===== config.mk =====
export PLATFORM = sky130hd
export DESIGN_NAME = icache_direct_mapped
export DESIGN_NICKNAME = d
export VERILOG_FILES = /design/src/rtl/icache_pkg.sv /design/src/rtl/icache_refill_fsm.sv /design/src/rtl/icache_direct_mapped.sv
export SDC_FILE = /design/constraint.sdc
export NUM_CORES = 2
export LEC_CHECK = 0
export ABC_AREA = 1
export CORE_MARGIN = 2
export CORE_UTILIZATION = 30
export DETAILED_ROUTE_END_ITERATION = 8
export PLACE_DENSITY_LB_ADDON = 0.15
export SLEW_MARGIN = 5
export SYNTH_ARGS = -nofsm -noshare
export SYNTH_HDL_FRONTEND = slang
export SYNTH_SLANG_ARGS = --single-unit

===== constraint.sdc =====
create_clock -name clk -period 2.72 [get_ports clk]
set_input_delay 0.544 -clock clk [delete_from_list [all_inputs] [get_ports clk]]
set_output_delay 0.544 -clock clk [all_outputs]
set_load 0.02 [all_outputs]

===== src/rtl/icache_pkg.sv =====
// Shared constants, address field helpers and FSM state encoding for the
// direct-mapped instruction cache.
package icache_pkg;

  localparam int unsigned ADDR_W        = 12;
  localparam int unsigned INDEX_BITS    = 4;
  localparam int unsigned WORD_OFF_BITS = 2;
  localparam int unsigned CNT_W         = 16;

  localparam int unsigned NUM_LINES   = 1 << INDEX_BITS;
  localparam int unsigned LINE_WORDS  = 4;
  localparam int unsigned WORD_LSB    = 2;
  localparam int unsigned INDEX_LSB   = WORD_LSB + WORD_OFF_BITS;
  localparam int unsigned TAG_LSB     = INDEX_LSB + INDEX_BITS;
  localparam int unsigned TAG_BITS    = ADDR_W - TAG_LSB;
  localparam int unsigned LINE_ADDR_W = TAG_BITS + INDEX_BITS;

  typedef enum logic [1:0] {
    StIdle   = 2'd0,
    StRefill = 2'd1,
    StUpdate = 2'd2
  } state_e;

  function automatic logic [TAG_BITS-1:0] addr_tag(input logic [ADDR_W-1:0] a);
    return a[TAG_LSB +: TAG_BITS];
  endfunction

  function automatic logic [INDEX_BITS-1:0] addr_index(input logic [ADDR_W-1:0] a);
    return a[INDEX_LSB +: INDEX_BITS];
  endfunction

  function automatic logic [WORD_OFF_BITS-1:0] addr_word(input logic [ADDR_W-1:0] a);
    return a[WORD_LSB +: WORD_OFF_BITS];
  endfunction

endpackage


===== src/rtl/icache_refill_fsm.sv =====
// Miss-handling controller: latches the missing line, walks its words in order
// over the memory handshake and defers flushes that arrive mid-refill.
module icache_refill_fsm
  import icache_pkg::*;
(
  input  logic                     clk,
  input  logic                     reset,
  input  logic                     miss_i,
  input  logic [LINE_ADDR_W-1:0]   line_addr_i,
  input  logic                     flush_i,
  input  logic                     mem_ready_i,
  output logic                     busy_o,
  output logic                     refill_start_o,
  output logic                     fill_we_o,
  output logic                     update_o,
  output logic                     update_flush_o,
  output logic [LINE_ADDR_W-1:0]   miss_addr_o,
  output logic [WORD_OFF_BITS-1:0] word_cnt_o,
  output logic                     mem_read_req_o,
  output logic [ADDR_W-1:0]        mem_addr_o
);

  state_e                   state_q, state_d;
  logic [WORD_OFF_BITS-1:0] word_cnt_q, word_cnt_d;
  logic [LINE_ADDR_W-1:0]   miss_addr_q, miss_addr_d;
  logic                     flush_pending_q, flush_pending_d;

  always_ff @(posedge clk or posedge reset) begin
    if (reset) begin
      state_q         <= StIdle;
      word_cnt_q      <= '0;
      miss_addr_q     <= '0;
      flush_pending_q <= 1'b0;
    end else begin
      state_q         <= state_d;
      word_cnt_q      <= word_cnt_d;
      miss_addr_q     <= miss_addr_d;
      flush_pending_q <= flush_pending_d;
    end
  end

  always_comb begin
    state_d         = state_q;
    word_cnt_d      = word_cnt_q;
    miss_addr_d     = miss_addr_q;
    flush_pending_d = flush_pending_q;
    refill_start_o  = 1'b0;
    fill_we_o       = 1'b0;
    update_o        = 1'b0;
    update_flush_o  = 1'b0;
    mem_read_req_o  = 1'b0;
    mem_addr_o      = '0;
    unique case (state_q)
      StIdle: begin
        if (miss_i) begin
          refill_start_o = 1'b1;
          miss_addr_d    = line_addr_i;
          word_cnt_d     = '0;
          state_d        = StRefill;
        end
      end
      StRefill: begin
        mem_read_req_o = 1'b1;
        mem_addr_o     = {miss_addr_q, word_cnt_q, 2'b00};
        if (flush_i) flush_pending_d = 1'b1;
        if (mem_ready_i) begin
          fill_we_o  = 1'b1;
          word_cnt_d = word_cnt_q + WORD_OFF_BITS'(1);
          if (word_cnt_q == WORD_OFF_BITS'(LINE_WORDS - 1)) state_d = StUpdate;
        end
      end
      StUpdate: begin
        update_o        = 1'b1;
        // A flush landing in this very cycle is honoured like a pending one.
        update_flush_o  = flush_pending_q | flush_i;
        flush_pending_d = 1'b0;
        state_d         = StIdle;
      end
      default: state_d = StIdle;
    endcase
  end

  assign busy_o      = (state_q != StIdle);
  assign miss_addr_o = miss_addr_q;
  assign word_cnt_o  = word_cnt_q;

endmodule


===== src/rtl/icache_direct_mapped.sv =====
// Direct-mapped 16-line x 4-word instruction cache with combinational hits,
// in-order line refill, fence.i flush and saturating hit/miss counters.
module icache_direct_mapped
  import icache_pkg::*;
(
  input  logic              clk,
  input  logic              reset,
  input  logic              icache_read_req,
  input  logic [ADDR_W-1:0] icache_addr,
  output logic [31:0]       icache_read_data,
  output logic              icache_stall,
  input  logic              icache_flush,
  output logic              mem_read_req,
  output logic [ADDR_W-1:0] mem_addr,
  input  logic [31:0]       mem_read_data,
  input  logic              mem_ready,
  output logic [CNT_W-1:0]  hit_count,
  output logic [CNT_W-1:0]  miss_count
);

  localparam int unsigned PtrW = INDEX_BITS + WORD_OFF_BITS;

  logic [31:0]                        data_q [NUM_LINES*LINE_WORDS];
  logic [NUM_LINES-1:0][TAG_BITS-1:0] tag_q, tag_d;
  logic [NUM_LINES-1:0]               valid_q, valid_d;
  logic [CNT_W-1:0]                   hit_count_q, hit_count_d;
  logic [CNT_W-1:0]                   miss_count_q, miss_count_d;

  logic [TAG_BITS-1:0]      req_tag;
  logic [INDEX_BITS-1:0]    req_idx;
  logic [WORD_OFF_BITS-1:0] req_word;
  logic                     hit, busy;
  logic                     refill_start, fill_we, update, update_flush;
  logic [LINE_ADDR_W-1:0]   miss_addr;
  logic [WORD_OFF_BITS-1:0] word_cnt;
  logic [INDEX_BITS-1:0]    miss_idx;
  logic [TAG_BITS-1:0]      miss_tag;
  logic [PtrW-1:0]          rd_ptr, wr_ptr;
  logic                     unused_byte_bits;

  assign req_tag          = addr_tag(icache_addr);
  assign req_idx          = addr_index(icache_addr);
  assign req_word         = addr_word(icache_addr);
  assign unused_byte_bits = ^icache_addr[WORD_LSB-1:0];

  assign miss_idx = miss_addr[INDEX_BITS-1:0];
  assign miss_tag = miss_addr[LINE_ADDR_W-1:INDEX_BITS];
  assign rd_ptr   = {req_idx, req_word};
  assign wr_ptr   = {miss_idx, word_cnt};

  assign hit              = icache_read_req & valid_q[req_idx] & (tag_q[req_idx] == req_tag);
  assign icache_read_data = hit ? data_q[rd_ptr] : '0;
  assign icache_stall     = (~busy & icache_read_req & ~hit) | busy;

  icache_refill_fsm u_refill_fsm (
    .clk            (clk),
    .reset          (reset),
    .miss_i         (icache_read_req & ~hit),
    .line_addr_i    ({req_tag, req_idx}),
    .flush_i        (icache_flush),
    .mem_ready_i    (mem_ready),
    .busy_o         (busy),
    .refill_start_o (refill_start),
    .fill_we_o      (fill_we),
    .update_o       (update),
    .update_flush_o (update_flush),
    .miss_addr_o    (miss_addr),
    .word_cnt_o     (word_cnt),
    .mem_read_req_o (mem_read_req),
    .mem_addr_o     (mem_addr)
  );

  always_ff @(posedge clk) begin
    if (fill_we) data_q[wr_ptr] <= mem_read_data;
  end

  always_ff @(posedge clk) begin
    tag_q <= tag_d;
  end

  always_ff @(posedge clk or posedge reset) begin
    if (reset) begin
      valid_q      <= '0;
      hit_count_q  <= '0;
      miss_count_q <= '0;
    end else begin
      valid_q      <= valid_d;
      hit_count_q  <= hit_count_d;
      miss_count_q <= miss_count_d;
    end
  end

  always_comb begin
    valid_d = valid_q;
    tag_d   = tag_q;
    // The victim line goes invalid up front so a partial fill can never hit.
    if (refill_start) valid_d[req_idx] = 1'b0;
    if (update) begin
      if (update_flush) begin
        valid_d = '0;
      end else begin
        valid_d[miss_idx] = 1'b1;
        tag_d[miss_idx]   = miss_tag;
      end
    end
    if (!busy && icache_flush) valid_d = '0;
  end

  always_comb begin
    hit_count_d  = hit_count_q;
    miss_count_d = miss_count_q;
    if (!busy && hit && (hit_count_q != '1)) hit_count_d = hit_count_q + CNT_W'(1);
    if (refill_start && (miss_count_q != '1)) miss_count_d = miss_count_q + CNT_W'(1);
  end

  assign hit_count  = hit_count_q;
  assign miss_count = miss_count_q;

endmodule


==> flow_metrics.py <==
metrics = {
    "cells_and_area": {
        "layout.nets": 7299,
        "area_delta_synth_final_pct": 27.08,
        "regArea_um2": 64950,
        "nFillCells": 26840,
        "drive_gt1_share_pct": 19.80,
        "final_common_cell": "edfxtp_1",
        "multiInputGateArea_um2": 19760,
        "final_util_pct": 38.24,
        "most-common-layout-cells": "2112 x edfxtp_1, 1737 x nand2_1, 785 x a21oi_1",
    },
    "placement": {
        "pre_cts_slack_ns": -1.416,
        "routabilityCongestion": 0.8838,
        "dpl.hpwl_mm": 212.9,
        "numPortBuffers": 122,
    },
    "floorplan": {
        "start_util_pct": 30.09,
        "core_um2": 284700,
        "die_x_um": 538.4,
        "rows": 196,
        "fp.dieH_um": 538.4,
        "dieArea_um2": 289900,
        "io_pins": 127,
    },
    "power": {
        "p_int_mw": 58.89,
        "power_leakage_nw": 37.33,
        "p_comb_share_pct": 10.6,
        "switchingPower_mw": 19.98,
        "power_frac_seq_pct": 48.3,
        "pwr_density_cell_nw_per_um2": 724.5,
        "power.share.clock_pct": 41.1,
        "switching_share_pct": 25.33,
        "ir_drop_v": 0.0005791,
    },
    "min_path": {
        "hp-class": "in -> reg",
        "min_path_cells": 2,
        "min_to": "data_q[4][25]",
        "worstHoldStart": "mem_read_data[25]",
    },
    "detailed_routing": {
        "wire_per_inst_um": 29.93,
        "wirelength_mm": 335.5,
        "drcViolationCount": 0,
        "drtIter0Drc": 6594,
        "vias": 59100,
        "ant_nets": 0,
        "dr.pass1.iters": 6,
        "via_per_inst": 5.271,
    },
    "yosys": {
        "synthMuxAreaShare_pct": 0,
        "yosysWarnings": 0,
        "synth_area_per_cell_um2": 13.29,
        "synthCells": 6445,
        "ys_types": 41,
        "synth-xor-area-share_pct": 0.2862,
        "synth_top_family_by_area": "compound AO/OA/AOI/OAI gates",
        "synth-simple-area-share_pct": 9.630,
        "synth-compound-area-share_pct": 11.69,
        "syn_area_um2": 85670,
        "yosys.area_share.adder_pct": 0.04381,
        "synth-seq-cells": 2173,
        "ys_seq_area_share_pct": 75.81,
    },
    "global_route": {
        "grt_use_total_pct": 22.63,
        "grt_pass1_wl_mm": 464.0,
        "grt_pass1_vias": 56760,
        "grt_start_max_net_pins": 65,
        "grt_overflow": 0,
        "antenna_found_initial": 24,
    },
    "critical_path": {
        "crit_type": "in -> out",
        "startpoint_type": "input port",
        "reg2reg_depth": 18,
        "slowest_stage": "a22oi_1",
        "critPathArrivalTime_ns": 3.01,
        "max_stage_delay_ns": 0.42,
        "critical_path_required_ns": 2.18,
        "r2r_slack_ns": 0.22,
        "reg2reg_from": "valid_q[4]",
        "critPathBufInv": 6,
        "path_cells": "buf_12 > buf_16 > buf_4 > bufbuf_16 > nand2_1 > a22oi_1 > o22ai_1 > nor2_1 > nand4_1 > buf_4 > nor3_4 > buf_6",
        "worst_setup_path_end_kind": "output pin",
        "r2r_end": "valid_q[7]",
        "path_delay_family": "buffers and inverters",
        "path_max_fanout": 17,
        "path_common_cell": "buf_4",
    },
    "clock_network": {
        "cts_sinks": 2173,
        "htreeDepth": 4,
        "clk_latency_ns": 0.94,
        "cts-root-buf": "clkbuf_16",
        "clkTransAtPathRegs_ns": 0.06,
        "cts_tree": "yes",
        "numCtsBuffers": 240,
        "clk_path_buf_depth": 4,
    },
    "sta": {
        "rsz0062_at_grt": "true",
        "slew_headroom_pct": 45.61,
        "finalClockSkew_ns": 0.08213,
        "fin_crit_sh_pct": 130.5,
        "drv_slew": 0,
        "tightestPinTransition_ns": 0.8158,
        "hold_violations": 0,
        "fmax_mhz": 281.7,
        "final.setup.worst_slack_ns": -0.8297,
        "setup_viol": 33,
        "finalCriticalPeriod_ns": 3.550,
    },
    "run_status": {
        "status": "finished with violations",
        "violations": "setup timing",
    },
    "job": {
        "cap_viol_max_count": 0,
    },
}
-- worst reg2reg max path: cells and delay by family, from the launching register on --
family	cells	cell delay [ns]
buffers and inverters	4	0.75
AND/OR/NAND/NOR	13	1.13
flip-flops	1	0.40
AO/OA/AOI/OAI	1	0.07
-- registers in the layout (all words and copies together) (netlist names) --
register	count
u_refill_fsm.word_cnt_o	2
u_refill_fsm.flush_pending_q	1
data_q	2048
hit_count	16
u_refill_fsm.miss_addr_o	8
miss_count	16
u_refill_fsm.state_q	2
tag_q	64
valid_q	16
-- metrics by stage --
stage | power, mW | cell area (um^2) | hold slack [ns] | instances | setup TNS (ns)
6_report | 78.88 | 108900 | 0.1070 | 11210 | -23.12
2_1_floorplan | 41.97 | 85930 | 0.5044 | 6446 | -9.458
5_1_grt | 81.23 | 108900 | 0.09132 | 11210 | -28.56
3_3_place_gp | 46.87 | 99450 | 0.5225 | 10730 | -73.11
3_5_place_dp | 46.89 | 99450 | 0.5248 | 10730 | -68.55
4_1_cts | 79.48 | 108700 | 0.05683 | 11210 | -24.26
-- per-layer routing --
layer  wire, um  GRT usage, %  vias up  share of wire (%)
met3      22120         3.325      458                6.6
met4      10030         6.164        4                3.0
met2     157000         36.78     2123                 47
met5         23             0        -             0.0069
met1     146300         31.52    30770                 44
li1           -             -    25740                  -
-- power groups by stage --
stage | logic, mW | registers [mW] | clock network, mW
4_1_cts | 8.38 | 38.1 | 33.0
3_5_place_dp | 8.12 | 38.8 | 0
5_1_grt | 8.85 | 38.1 | 34.2
6_report | 8.37 | 38.1 | 32.4
3_3_place_gp | 8.11 | 38.8 | 0
2_1_floorplan | 3.14 | 38.8 | 0
-- cell families (layout without fill, tap and decap cells) --
group | count (synthesis) | in the layout
buffers and inverters | 528 | 1528
adders and majority gates | 3 | 3
and+or+nand+nor | 2128 | 2128
AOI/OAI and AO/OA | 1584 | 1584
xor gates and xnor gates | 28 | 28
other | 1 | 6
DFF | 2173 | 2173
-- cells in the mapped netlist --
cell       instances  area [um^2]
a211oi_1           2        15.01
a21oi_1          787         3939
a221oi_1           6        52.55
a22o_1            20        175.2
a22oi_1          237         1779
a32o_1           115         1151
a32oi_1          127         1112
a41oi_1            2        17.52
buf_1             79        296.5
buf_2            127        635.6
buf_4              8        60.06
clkbuf_1         202        758.2
clkinv_1           2        7.510
conb_1             1        3.750
dfrtp_1           61         1526
edfxtp_1        2112        63420
ha_1               3        37.54
inv_1             99        371.6
inv_2              9        33.78
inv_4              2        12.51
nand2_1         1756         6591
nand3_1           49        245.2
nand3_2            3        30.03
nand3b_1           3        22.52
nand4_1           38        237.7
nor2_1           244        915.9
nor2_2             6        37.54
nor2_4             1        11.26
nor3_1            15        75.07
nor3b_1            1        7.510
nor4_1            11        68.82
o2111a_1           3        33.78
o2111ai_1         15        131.4
o211ai_1           2        15.01
o21ai_0           95        475.5
o21ai_1           11        55.05
o221ai_1          19        166.4
o22ai_1          143        894.6
or4_1              1        7.510
xnor2_1           15        131.4
xor2_1            13        113.9
-- layout make-up --
| class | count | area share [%] |
|---|---|---|
| Antenna cell | 4 | 0.009194 |
| Clock buffer | 292 | 5.715 |
| Clock inverter | 149 | 1.394 |
| Inverter | 112 | 0.4356 |
| Multi-Input combinational cell | 3745 | 18.15 |
| Sequential cell | 2173 | 59.65 |
| Tap cell | 3762 | 4.323 |
| Timing Repair Buffer | 975 | 10.32 |
-- worst max-delay path by stage --
stage | from | end | slack [ns] | depth (start not counted)
floorplan | icache_addr[4] | icache_read_data[30] | -0.1 | 16
global placement | icache_addr[5] | icache_read_data[24] | -1.42 | 13
detailed placement | icache_addr[5] | icache_read_data[24] | -1.42 | 13
CTS | tag_q[43] | icache_read_data[30] | -0.81 | 14
global route | tag_q[41] | icache_read_data[25] | -0.96 | 15
finish | icache_addr[2] | icache_read_data[6] | -0.83 | 12
-- timing repair --
item | 4_1_cts | 5_1_grt
setup buffers | 22 | 1
hold buffers | 1 | 0
gates cloned | 14 | 0
gates resized for setup | 243 | 58
setup endpoints to repair | 44 | 58
pin swaps | 53 | 19
endpoints found under the hold margin | 1 | 0
Note: power is estimated with default switching activity, not from simulation.
